$ cat config.mk
export PLATFORM = sky130hd
export DESIGN_NAME = direct_mapped_cache
export DESIGN_NICKNAME = d
export VERILOG_FILES = /design/src/rtl/direct_mapped_cache.sv
export SDC_FILE = /design/constraint.sdc
export NUM_CORES = 1
export LEC_CHECK = 0
export CORE_UTILIZATION = 30
export DETAILED_ROUTE_END_ITERATION = 16
export PLACE_DENSITY = 0.47
export SLEW_MARGIN = 15
export SYNTH_ARGS = -nofsm -noshare
export SYNTH_HDL_FRONTEND = slang
export SYNTH_SLANG_ARGS = --single-unit
$ cat constraint.sdc
create_clock -name clk -period 5.9 [get_ports clk]
set_clock_uncertainty 0.2 [all_clocks]
set_input_delay 0.885 -clock clk [delete_from_list [all_inputs] [get_ports clk]]
set_output_delay 0.885 -clock clk [all_outputs]
set_load 0.01 [all_outputs]
$ cat src/rtl/direct_mapped_cache.sv
// direct_mapped_cache: direct-mapped, write-back, write-allocate data cache.
// It sits between a single-word requester and a line-wide backing memory.
// A hit completes combinationally in the request cycle. A miss first writes
// back a dirty victim, if there is one. It then fills the line and completes
// as a hit on the following cycle.
// Optional statistics counters are compiled in when DIRECT_CACHE_STATS_EN is
// defined.
module direct_mapped_cache #(
  parameter int ADDRESS_SIZE    = 32,
  parameter int REGISTER_SIZE   = 32,
  parameter int REGS_PER_LINE   = 4,
  parameter int LINE_INDEX_SIZE = 2,
  parameter int LINE_LENGTH     = REGS_PER_LINE * REGISTER_SIZE
) (
  input  logic                     clk,
  input  logic                     reset,
  input  logic [ADDRESS_SIZE-1:0]  address,
  input  logic [REGISTER_SIZE-1:0] data,
  input  logic                     write,
  input  logic                     request,
  output logic [REGISTER_SIZE-1:0] result,
  output logic                     satisfied,
  output logic [ADDRESS_SIZE-1:0]  mem_address,
  output logic [LINE_LENGTH-1:0]   mem_data,
  output logic                     mem_write,
  output logic                     mem_request,
  input  logic [LINE_LENGTH-1:0]   mem_result,
  input  logic                     mem_satisfied
`ifdef DIRECT_CACHE_STATS_EN
  ,
  output logic [31:0]              hit_count,
  output logic [31:0]              miss_count
`endif
);

  // Address layout, LSB to MSB: byte offset, word offset, index, tag.
  localparam int BYTE_OFF_W = $clog2(REGISTER_SIZE / 8);
  localparam int WORD_OFF_W = $clog2(REGS_PER_LINE);
  localparam int OFFSET_W   = BYTE_OFF_W + WORD_OFF_W;
  localparam int TAG_W      = ADDRESS_SIZE - LINE_INDEX_SIZE - OFFSET_W;
  localparam int LINES      = 2 ** LINE_INDEX_SIZE;

  typedef enum logic [1:0] {
    IDLE      = 2'd0,
    WRITEBACK = 2'd1,
    FILL      = 2'd2
  } state_t;

  state_t state_q;
  state_t state_d;

  // Per-line control bits (reset) and storage (not reset)
  logic [LINES-1:0]         valid_q;
  logic [LINES-1:0]         dirty_q;
  logic [TAG_W-1:0]         tag_q  [LINES];
  logic [LINE_LENGTH-1:0]   line_q [LINES];

  // Miss context captured when leaving IDLE. The requester may change its
  // address afterwards, so the in-flight transaction uses only these values.
  logic [TAG_W-1:0]           miss_tag_q;
  logic [LINE_INDEX_SIZE-1:0] miss_index_q;

  // Request address fields
  logic [TAG_W-1:0]           req_tag;
  logic [LINE_INDEX_SIZE-1:0] req_index;
  logic [WORD_OFF_W-1:0]      req_word;
  logic                       unused_byte_offset;

  logic hit;
  logic miss;
  logic victim_dirty;

  assign req_tag            = address[ADDRESS_SIZE-1 -: TAG_W];
  assign req_index          = address[OFFSET_W +: LINE_INDEX_SIZE];
  assign req_word           = address[BYTE_OFF_W +: WORD_OFF_W];
  assign unused_byte_offset = ^address[BYTE_OFF_W-1:0];

  // Requests are only looked up in IDLE. Reset masks them so that nothing is
  // reported or written while reset is held.
  assign hit = request && !reset && (state_q == IDLE) &&
               valid_q[req_index] && (tag_q[req_index] == req_tag);
  assign miss = request && !reset && (state_q == IDLE) && !hit;
  assign victim_dirty = valid_q[req_index] && dirty_q[req_index];

  // Extract one register-sized word from a cache line
  function automatic logic [REGISTER_SIZE-1:0] select_word(
    input logic [LINE_LENGTH-1:0] line,
    input logic [WORD_OFF_W-1:0]  word
  );
    return line[int'(word) * REGISTER_SIZE +: REGISTER_SIZE];
  endfunction

  // Build a line-aligned memory address from a tag and an index
  function automatic logic [ADDRESS_SIZE-1:0] line_address(
    input logic [TAG_W-1:0]           tag,
    input logic [LINE_INDEX_SIZE-1:0] index
  );
    return {tag, index, {OFFSET_W{1'b0}}};
  endfunction

  // State register
  always_ff @(posedge clk) begin
    if (reset) begin
      state_q <= IDLE;
    end else begin
      state_q <= state_d;
    end
  end

  // Next-state logic: miss sequencing, with an optional writeback before the fill
  always_comb begin
    state_d = state_q;
    case (state_q)
      IDLE: begin
        if (miss) begin
          state_d = victim_dirty ? WRITEBACK : FILL;
        end
      end
      WRITEBACK: begin
        if (mem_satisfied) begin
          state_d = FILL;
        end
      end
      FILL: begin
        if (mem_satisfied) begin
          state_d = IDLE;
        end
      end
      default: state_d = IDLE;
    endcase
  end

  // Output logic: requester response in IDLE, memory port drive during a miss
  always_comb begin
    satisfied   = 1'b0;
    result      = '0;
    mem_request = 1'b0;
    mem_write   = 1'b0;
    mem_address = '0;
    mem_data    = '0;
    case (state_q)
      IDLE: begin
        satisfied = hit;
        if (hit && !write) begin
          result = select_word(line_q[req_index], req_word);
        end
      end
      WRITEBACK: begin
        mem_request = 1'b1;
        mem_write   = 1'b1;
        mem_address = line_address(tag_q[miss_index_q], miss_index_q);
        mem_data    = line_q[miss_index_q];
      end
      FILL: begin
        mem_request = 1'b1;
        mem_address = line_address(miss_tag_q, miss_index_q);
      end
      default: begin
        satisfied = 1'b0;
      end
    endcase
  end

  // Valid/dirty bookkeeping: a store hit dirties the line, a writeback
  // cleans it, and a fill installs a clean, valid line
  always_ff @(posedge clk) begin
    if (reset) begin
      valid_q <= '0;
      dirty_q <= '0;
    end else begin
      if (hit && write) begin
        dirty_q[req_index] <= 1'b1;
      end
      if ((state_q == WRITEBACK) && mem_satisfied) begin
        dirty_q[miss_index_q] <= 1'b0;
      end
      if ((state_q == FILL) && mem_satisfied) begin
        valid_q[miss_index_q] <= 1'b1;
        dirty_q[miss_index_q] <= 1'b0;
      end
    end
  end

  // Datapath storage: miss capture, store-hit word merge, line/tag install on fill
  always_ff @(posedge clk) begin
    if (miss) begin
      miss_tag_q   <= req_tag;
      miss_index_q <= req_index;
    end
    if (hit && write) begin
      line_q[req_index][int'(req_word) * REGISTER_SIZE +: REGISTER_SIZE] <= data;
    end
    if ((state_q == FILL) && mem_satisfied) begin
      line_q[miss_index_q] <= mem_result;
      tag_q[miss_index_q]  <= miss_tag_q;
    end
  end

`ifdef DIRECT_CACHE_STATS_EN
  // Statistics: one hit per satisfied cycle, one miss per departure from IDLE
  always_ff @(posedge clk) begin
    if (reset) begin
      hit_count  <= '0;
      miss_count <= '0;
    end else begin
      if (satisfied) begin
        hit_count <= hit_count + 32'd1;
      end
      if (miss) begin
        miss_count <= miss_count + 32'd1;
      end
    end
  end
`endif

endmodule

# Yosys cells after proc, flatten, opt, wreduce, memory -nomap -nowiden
# Memories as Yosys holds them, arrays and structs flattened. A register that Yosys moved wholly into a read port is not among the register bits.
# Index checks and enable logic that the tools add are counted.
[op_classes]
n_bitwise = 5
reduce_logical = 19
shifts = 3
n_mux = 34
n_eq_ne = 6
n_lt_le_gt_ge = 4
addsub = 1
[ops]
columns = ["cell", "n"]
rows = [
  ["128-bit two-way mux", 4],
  ["128-bit OR reduction", 1],
  ["32-bit by 33-bit variable shift with 128-bit output, first input constant", 1],
  ["128-bit by 8-bit indexed part select with 32-bit output", 1],
  ["32-bit by 33-bit indexed part select with 128-bit output", 1],
  ["32-bit two-way mux", 2],
  ["32-bit case mux with 2 select lines", 1],
  ["7-bit negator with 33-bit output", 1],
  ["26-bit == test", 1],
  ["4-bit two-way mux", 5],
  ["2-bit two-way mux", 7],
  ["1-bit logical AND", 12],
  ["1-bit two-way mux", 10],
  ["4-bit bitwise AND", 2],
  ["4-bit bitwise OR", 2],
  ["2-bit by 3-bit less-than comparator with 1-bit output, second input constant", 2],
  ["2-bit != test, second input constant", 3],
  ["2-bit case mux with 3 select lines", 1],
  ["1-bit binary-select mux with 2-bit select", 2],
  ["1-bit demux with 2-bit select", 2],
  ["2-bit by 1-bit greater-or-equal comparator with 1-bit output, second input constant", 2],
  ["4-bit inverter", 1],
  ["1-bit logical NOT", 3],
  ["3-bit AND reduction", 1],
  ["other kinds (4)", 4],
]
[totals]
out_inout_bits = 195
register_bits = 38
ramBits = 616
n_memories = 2
[mem_list]
columns = ["memory", "words", "width", "read_ports", "rd_clocked_by_memory_dff", "wr", "line", "source"]
rows = [
  ["line_q", 4, 128, 2, 1, 1, "56", "logic [LINE_LENGTH-1:0] line_q [LINES];"],
  ["tag_q", 4, 26, 2, 1, 1, "55", "logic [TAG_W-1:0] tag_q [LINES];"],
]

# Logic depth before layout (Yosys ltp)
# Gate-level depths: netlist of run 1.
[logic_depth]
word_depth = 13
depth_mapped = 12

# Worst setup path before layout of run 1
# No wires, ideal clock.
[synth_timing]
path_type = "input to register"
from = "in mem_satisfied"
to = "mem line_q[3][0] in the netlist's numbering, enable pin"
setup_time_ps = 421
slack_ps = 594
required_time_ps = 5279
t_arrival_ps = 4684
stages = 4
n_path_buf = 0
path_cell_list = "nand2_1 nor3_1 a31oi_1 nor2_1"
[synth_via]
elab_chain_len = 5
word_cells_on_any_way = 6
[synth_lines]
columns = ["item", "line", "source"]
rows = [
  ["start, declared", "28", "input logic mem_satisfied"],
  ["1-bit logical AND *", "193", "if ((state_q == FILL) && mem_satisfied) begin"],
  ["1-bit two-way mux *", "193", ""],
  ["1-bit two-way mux (not written as such) *", "194", "line_q[miss_index_q] <= mem_result;"],
  ["128-bit OR reduction (no source line)", "--", ""],
  ["2-bit two-way mux (no source line) / 128-bit two-way mux (equally long branches)", "--", ""],
  ["end, declared", "56", ""],
]
# Mark *: on every way between the ends. The rest lies on a longest branch, timed or not.

# Worst setup path after layout of run 1
[layout_timing]
from = "in address[4]"
to = "out result[15]"
[layout_via]
elab_chain_len = 7
word_cells_on_any_way = 11
[layout_lines]
columns = ["item", "line", "source"]
rows = [
  ["start, declared", "17", "input logic [ADDRESS_SIZE-1:0] address,"],
  ["parallel branches: the longest is 5 deep, another holds memory 4 x 128 bit", "--", ""],
  ["32-bit two-way mux *", "144", "if (hit && !write) begin"],
  ["32-bit two-way mux *", "141", "case (state_q)"],
  ["end, declared", "21", "output logic [REGISTER_SIZE-1:0] result,"],
]
# Every way passes the cells marked *. The select of a mux whose other input is x is not followed.

==> flow_metrics.tcl, run 1 <==
set metrics [dict create \
    r2r-start "tag_q[3][8]" \
    fin_util_pct 38.1 \
    cts_resized 0 \
    drive_above_1_share_pct 25.1 \
    cts_buffer_depth 3 \
    critPathLaunch "address[4]" \
    ys_types 64 \
    io_buffers 385 \
    required_ns 4.82 \
    hp-class "reg2reg" \
    relSlewSlack_pct 19.5 \
    cp.arrival_ns 4.37 \
    max_freq_mhz 183 \
    via_count 18500 \
    ctsHoldBuffers 0 \
    postCtsSetupBuffers 0 \
    place_congestion 0.802 \
    drv_cap 0 \
    core_sq_mm 0.104 \
    synth.top_cell.area_share_pct 61.3 \
    root_buffer "clkbuf_16" \
    clk_latency_ns 0.64 \
    dieWidth_microns 326 \
    grt_pass1_wl_mm 154 \
    drc 0 \
    r2r_end "line_q[0][12]" \
    wirelength_mm 111 \
    grt_max_degree 122 \
    critical_path_class "in2out" \
    async_flop_share_pct 0 \
    yosys-top-cells-area "edfxtp_1 (61%), mux4_2 (24%), a22o_1 (3.6%)" \
    grt_pass1_vias 19500 \
    drv_slew 0 \
    fin_crit_sh_pct 92.5 \
    cts_num_sinks 656 \
    drt-wirelength-per-cell_microns 32.0 \
    endpoint_kind "output pin" \
    h-tree-depth 3 \
    ys_ff_latch 656 \
    swShare_pct 25.9 \
    synthToLayoutAreaGrowth_pct 25.3 \
    syn_area_sq_mm 0.0316 \
    pwr-share-clk_pct 37.9 \
    detailedPlacementHpwl_mm 74.7 \
    syn-instance-count 1662 \
    hold_depth 2 \
    critical_path.startpoint_type "primary input" \
    synth_top_cell_by_area "edfxtp_1" \
    setup_viol 0 \
    seq_area_frac_synth_pct 62.0 \
    critPathMaxFanout 41 \
    setup-tns-final_ns 0 \
    die_h_microns 326 \
    die-area_sq_mm 0.107 \
    initial_utilization_pct 30.4 \
    cts_tree "done" \
    antenna_found_initial 24 \
    place_ws_ns 0.452 \
    power.switching_mw 3.07 \
    worst_slack_ns 0.440 \
    avgSynthCellArea_sq_um 19.0 \
    clkTransAtPathRegs_ns 0.06 \
    fin_crit_ns 5.46 \
    pwr-share-comb_pct 15.8 \
    max_slew.worst_pin.slew_ns 1.20 \
    p_leak_nw 12.5 \
    yosys_warnings 0 \
    ios 392 \
    outcome "finished, final reports clean" \
    rsz0062_at_grt "no" \
    synth-main-ff-cell "edfxtp_1" \
    firstDrtPassIters 5 \
    p_int_mw 8.80 \
    viasPerCell 5.32 \
    cp-endpoint "result[15]" \
    synth_edf_count 644 \
    n_fill_cell 9641 \
    cts_buffers 76 \
    row_count 118 \
    power_frac_seq_pct 46.3 \
    final_nets 2240 \
    p_per_area_mw_per_mm2 300 \
    reg2reg_setup_slack_ns 1.82 \
    hold_viol 0 \
    rr_worst_depth 9 \
    drtAntennaViolNets 0 \
    drt_iter0_markers 1290 \
    grt_util_all_layers_pct 20.7 \
    vdd_drop_max_mv 0.183 \
    grt-ovfl-total 0 \
]
## area by class of cell
| type | count | area [sq um] | area share (%) |
|---|---|---|---|
| well taps | 1380 | 1730 | 4.36 |
| repair buffers | 430 | 4340 | 11.0 |
| flip-flops and latches | 656 | 19600 | 49.5 |
| clock buffers | 101 | 2040 | 5.15 |
| diodes | 2 | 5.00 | 0.0127 |
| inverters | 8 | 30.0 | 0.0759 |
| multi-input cells | 863 | 11500 | 29.1 |
| clock inverters | 33 | 303 | 0.765 |
## sequential cells by signal (all words and copies together) (netlist names), named ones only
| name | count |
|---|---|
| line_q | 512 |
| tag_q | 104 |
| miss_tag_q | 26 |
| dirty_q | 4 |
| valid_q | 4 |
| miss_index_q | 2 |
| state_q | 2 |
## logic make-up after synthesis
family | after synthesis | synth area share (%)
flops | 656 | 62.0
mux | 355 | 24.3
simple gates | 277 | 5.31
compound gates | 198 | 5.28
buf+inv | 146 | 2.07
xor+xnor | 21 | 0.630
fa+ha+maj | 8 | 0.317
other cells | 1 | 0.0119
## layer usage
layer	GRT usage, %	routed length, microns
met1	24.7	42000
met2	37.0	58400
met3	5.67	7800
met5	0	261
met4	4.98	2490
## stage by stage
step / hold WS [ns] / power, mW / std cells / instance area (sq um)
5_1_grt: 0.324 / 12.3 / 3471 / 39600
6_report: 0.305 / 11.9 / 3473 / 39600
2_1_floorplan: 0.262 / 6.64 / 1665 / 31600
3_5_place_dp: 0.297 / 7.52 / 3337 / 37200
3_3_place_gp: 0.283 / 7.50 / 3337 / 37200
4_1_cts: 0.307 / 12.0 / 3471 / 39600
## synthesized netlist by cell type (4+ instances only)
| cell type | count |
|---|---|
| a22o_1 | 128 |
| a22oi_1 | 27 |
| a31oi_1 | 9 |
| and2_1 | 129 |
| and3_1 | 4 |
| buf_1 | 28 |
| buf_2 | 12 |
| buf_4 | 5 |
| buf_6 | 6 |
| clkbuf_1 | 84 |
| dfxtp_1 | 12 |
| edfxtp_1 | 644 |
| ha_1 | 8 |
| inv_1 | 7 |
| mux2i_1 | 23 |
| mux4_2 | 330 |
| nand2_1 | 8 |
| nand2b_1 | 5 |
| nand3_1 | 6 |
| nand4_1 | 9 |
| nor2_1 | 37 |
| nor2b_1 | 55 |
| nor2b_2 | 6 |
| nor3_1 | 5 |
| xnor2_1 | 18 |
## layout by cell type, fill, tap and decap left out, types with 5 or more instances in the layout
cell and count:
nand2b_1 5, clkbuf_16 77, nor2_4 18, and2_1 128, dfxtp_1 10, clkinv_1 16
inv_1 7, nand4_1 9, nor2b_1 55, a22o_1 128, nand2_1 8, nand3_1 6
clkbuf_1 22, edfxtp_1 644, clkdlybuf4s50_1 382, nor2_1 18, a22oi_1 27, a31oi_1 9
buf_12 12, ha_1 6, buf_4 33, nor2b_2 6, xnor2_1 18, clkinv_2 5
mux4_2 330, mux2i_1 23
## worst min path at each step
| stage | start | end | slack [ns] |
|---|---|---|---|
| 2_1_floorplan | valid_q[0] | valid_q[0] | 0.26 |
| 3_3_place_gp | valid_q[0] | valid_q[0] | 0.28 |
| 3_5_place_dp | valid_q[1] | valid_q[1] | 0.30 |
| 4_1_cts | valid_q[1] | valid_q[1] | 0.31 |
| 5_1_grt | valid_q[1] | valid_q[1] | 0.32 |
| 6_report | valid_q[1] | valid_q[1] | 0.31 |
## power by group through the flow
stage	Clock, mW	Sequential (mW)	Combinational, mW
floorplan	0	5.54	1.10
global placement	0	5.58	1.91
detailed placement	0	5.60	1.92
CTS	4.61	5.50	1.93
global route	4.77	5.52	1.99
finish	4.50	5.50	1.87
## critical path: stages
cell	delay [ns]
buf_8	0.38
mux4_2	0.59
xnor2_1	0.34
nand3_1	0.11
or3_1	0.42
nor4_4	0.39
nand3b_4	0.11
buf_4	0.28
nor2b_1	0.21
clkdlybuf4s50_1	0.56
Note: power is estimated with default switching activity, not from simulation.
==> run 2: changes to the inputs <==
- CORE_UTILIZATION: 30 -> 44
- PLACE_DENSITY: 0.47 -> 0.65
==> run 2 against run 1 <==
Compared with the run above:
- clock power down 4%
- first-iteration DRC count rose by 49%
- maximum frequency is 0.88% higher
- via count is 1.9% higher
- sequential share of layout area increased by 0.93 points
- sequential power barely moved
- worst setup slack better by 0.047 ns
- largest cell class unchanged
- largest power group unchanged
==> flow_metrics.tcl, run 2 (synthesized netlist as in run 1, its figures left out) <==
set metrics [dict create \
    viasPerCell 6.23 \
    drc 0 \
    setup-tns-final_ns 0 \
    row_count 97 \
    drtAntennaViolNets 0 \
    drt-wirelength-per-cell_microns 32.2 \
    via_count 18800 \
    power.switching_mw 2.91 \
    io_buffers 385 \
    grt_max_degree 119 \
    vdd_drop_max_mv 0.167 \
    fin_crit_sh_pct 91.7 \
    p_int_mw 8.73 \
    final_nets 2237 \
    detailedPlacementHpwl_mm 65.6 \
    critical_path.startpoint_type "primary input" \
    root_buffer "clkbuf_16" \
    final_common_cell "edfxtp_1" \
    p_leak_nw 12.4 \
    drt_iter0_markers 1917 \
    placed_area_sq_mm 0.0366 \
    swShare_pct 25.0 \
    cts_tree "done" \
    power_frac_seq_pct 47.3 \
    wirelength_mm 97.3 \
    hold_viol 0 \
    die_h_microns 270 \
    firstDrtPassIters 5 \
    reg_top3 "line_q (512), tag_q (104), miss_tag_q (26)" \
    cp.arrival_ns 4.33 \
    synthToLayoutAreaGrowth_pct 23.0 \
    relSlewSlack_pct 22.2 \
    regMostFlops "line_q" \
    h-tree-depth 3 \
    grt_pass1_vias 19500 \
    placedCellCount 2898 \
    initial_utilization_pct 44.8 \
    fin_crit_ns 5.41 \
    drv_slew 0 \
    postCtsSetupBuffers 0 \
    grt_pass1_wl_mm 139 \
    cts_resized 0 \
    critical_path_class "in2out" \
    endpoint_kind "output pin" \
    grt_util_all_layers_pct 26.8 \
    cts_buffer_depth 3 \
    n_fill_cell 5496 \
    critPathMaxFanout 43 \
    largest_reg_flops 512 \
    cts_buffers 72 \
    outcome "finished, final reports clean" \
    ctsHoldBuffers 0 \
    pwr-share-clk_pct 37.2 \
    stdcell_area_sq_mm 0.0388 \
    drv_cap 0 \
    clk_latency_ns 0.62 \
    antenna_found_initial 13 \
    grt-ovfl-total 0 \
    max_freq_mhz 185 \
    pwr-share-comb_pct 15.5 \
    max_slew.worst_pin.slew_ns 1.16 \
    die-area_sq_mm 0.0728 \
    clkTransAtPathRegs_ns 0.06 \
    final_cell_mix "edfxtp_1 (644), clkdlybuf4s50_1 (382), mux4_2 (330)" \
    worst_slack_ns 0.488 \
    dieWidth_microns 270 \
    place_ws_ns 0.443 \
    core_sq_mm 0.0705 \
    place_congestion 0.831 \
    ios 392 \
    setup_viol 0 \
    hp-class "reg2reg" \
    cts_num_sinks 656 \
    drive_above_1_share_pct 25.1 \
    rsz0062_at_grt "no" \
    p_per_area_mw_per_mm2 300 \
    fin_cells 3023 \
    required_ns 4.82 \
]
run 2: cell type report:
cell class / instances / area, sq um / share of cell area [%]
tap: 940 / 1180 / 3.03
timing repair buffer: 431 / 4300 / 11.1
multi-input combinational: 863 / 11500 / 29.7
clock inverter: 36 / 308 / 0.793
clock buffer: 88 / 1900 / 4.90
inverter: 8 / 30.0 / 0.0773
sequential: 656 / 19600 / 50.4
antenna: 1 / 2.50 / 0.00644
run 2: worst max-delay path, stage by stage:
cell             delay [ns]
buf_8                  0.37
mux4_2                 0.57
xnor2_1                0.31
nand4_1                0.16
or3_1                  0.42
nor4_4                 0.40
nand3b_4               0.12
buf_4                  0.31
nor2b_1                0.20
clkdlybuf4s50_1        0.55
run 2: final timing paths:
check | cells past startpoint | endpoint | start | slack (ns)
setup / recovery | 10 | result[22] | address[4] | 0.49
hold / removal | 2 | valid_q[0] | valid_q[0] | 0.30
setup reg to reg | 9 | line_q[2][72] | tag_q[3][8] | 1.86
hold reg to reg | 2 | valid_q[0] | valid_q[0] | 0.30
run 2: power groups by stage:
stage | registers [mW] | logic [mW] | clock network (mW)
after detailed placement | 5.60 | 1.82 | 0
after floorplan | 5.54 | 1.10 | 0
final | 5.51 | 1.81 | 4.33
after CTS | 5.51 | 1.82 | 4.39
after global placement | 5.59 | 1.80 | 0
after global routing | 5.53 | 1.90 | 4.55
run 2: stage by stage:
stage               utilization [%]  hold WS [ns]  power, mW
global placement               51.9         0.295       7.39
global route                   55.1         0.325       12.0
floorplan                         -         0.262       6.64
finish                         55.1         0.303       11.6
detailed placement             51.9         0.298       7.42
CTS                            55.1         0.305       11.7
run 2: layer usage:
metal,track usage [%],up-vias,share of wire [%]
met5,0,-,0.14
met4,9.84,22,3.5
met3,5.81,150,7.9
met2,46.4,845,52
met1,33.1,10000,36
li1,-,7798,-
==> run 3: changes to the inputs <==
- CORE_MARGIN: default -> 1
- GPL_ROUTABILITY_DRIVEN: default -> 1
- SLEW_MARGIN: 15 -> 10
==> results of run 3 <==
Same layout as run 2: the final DEF is identical, and so are final timing and power.
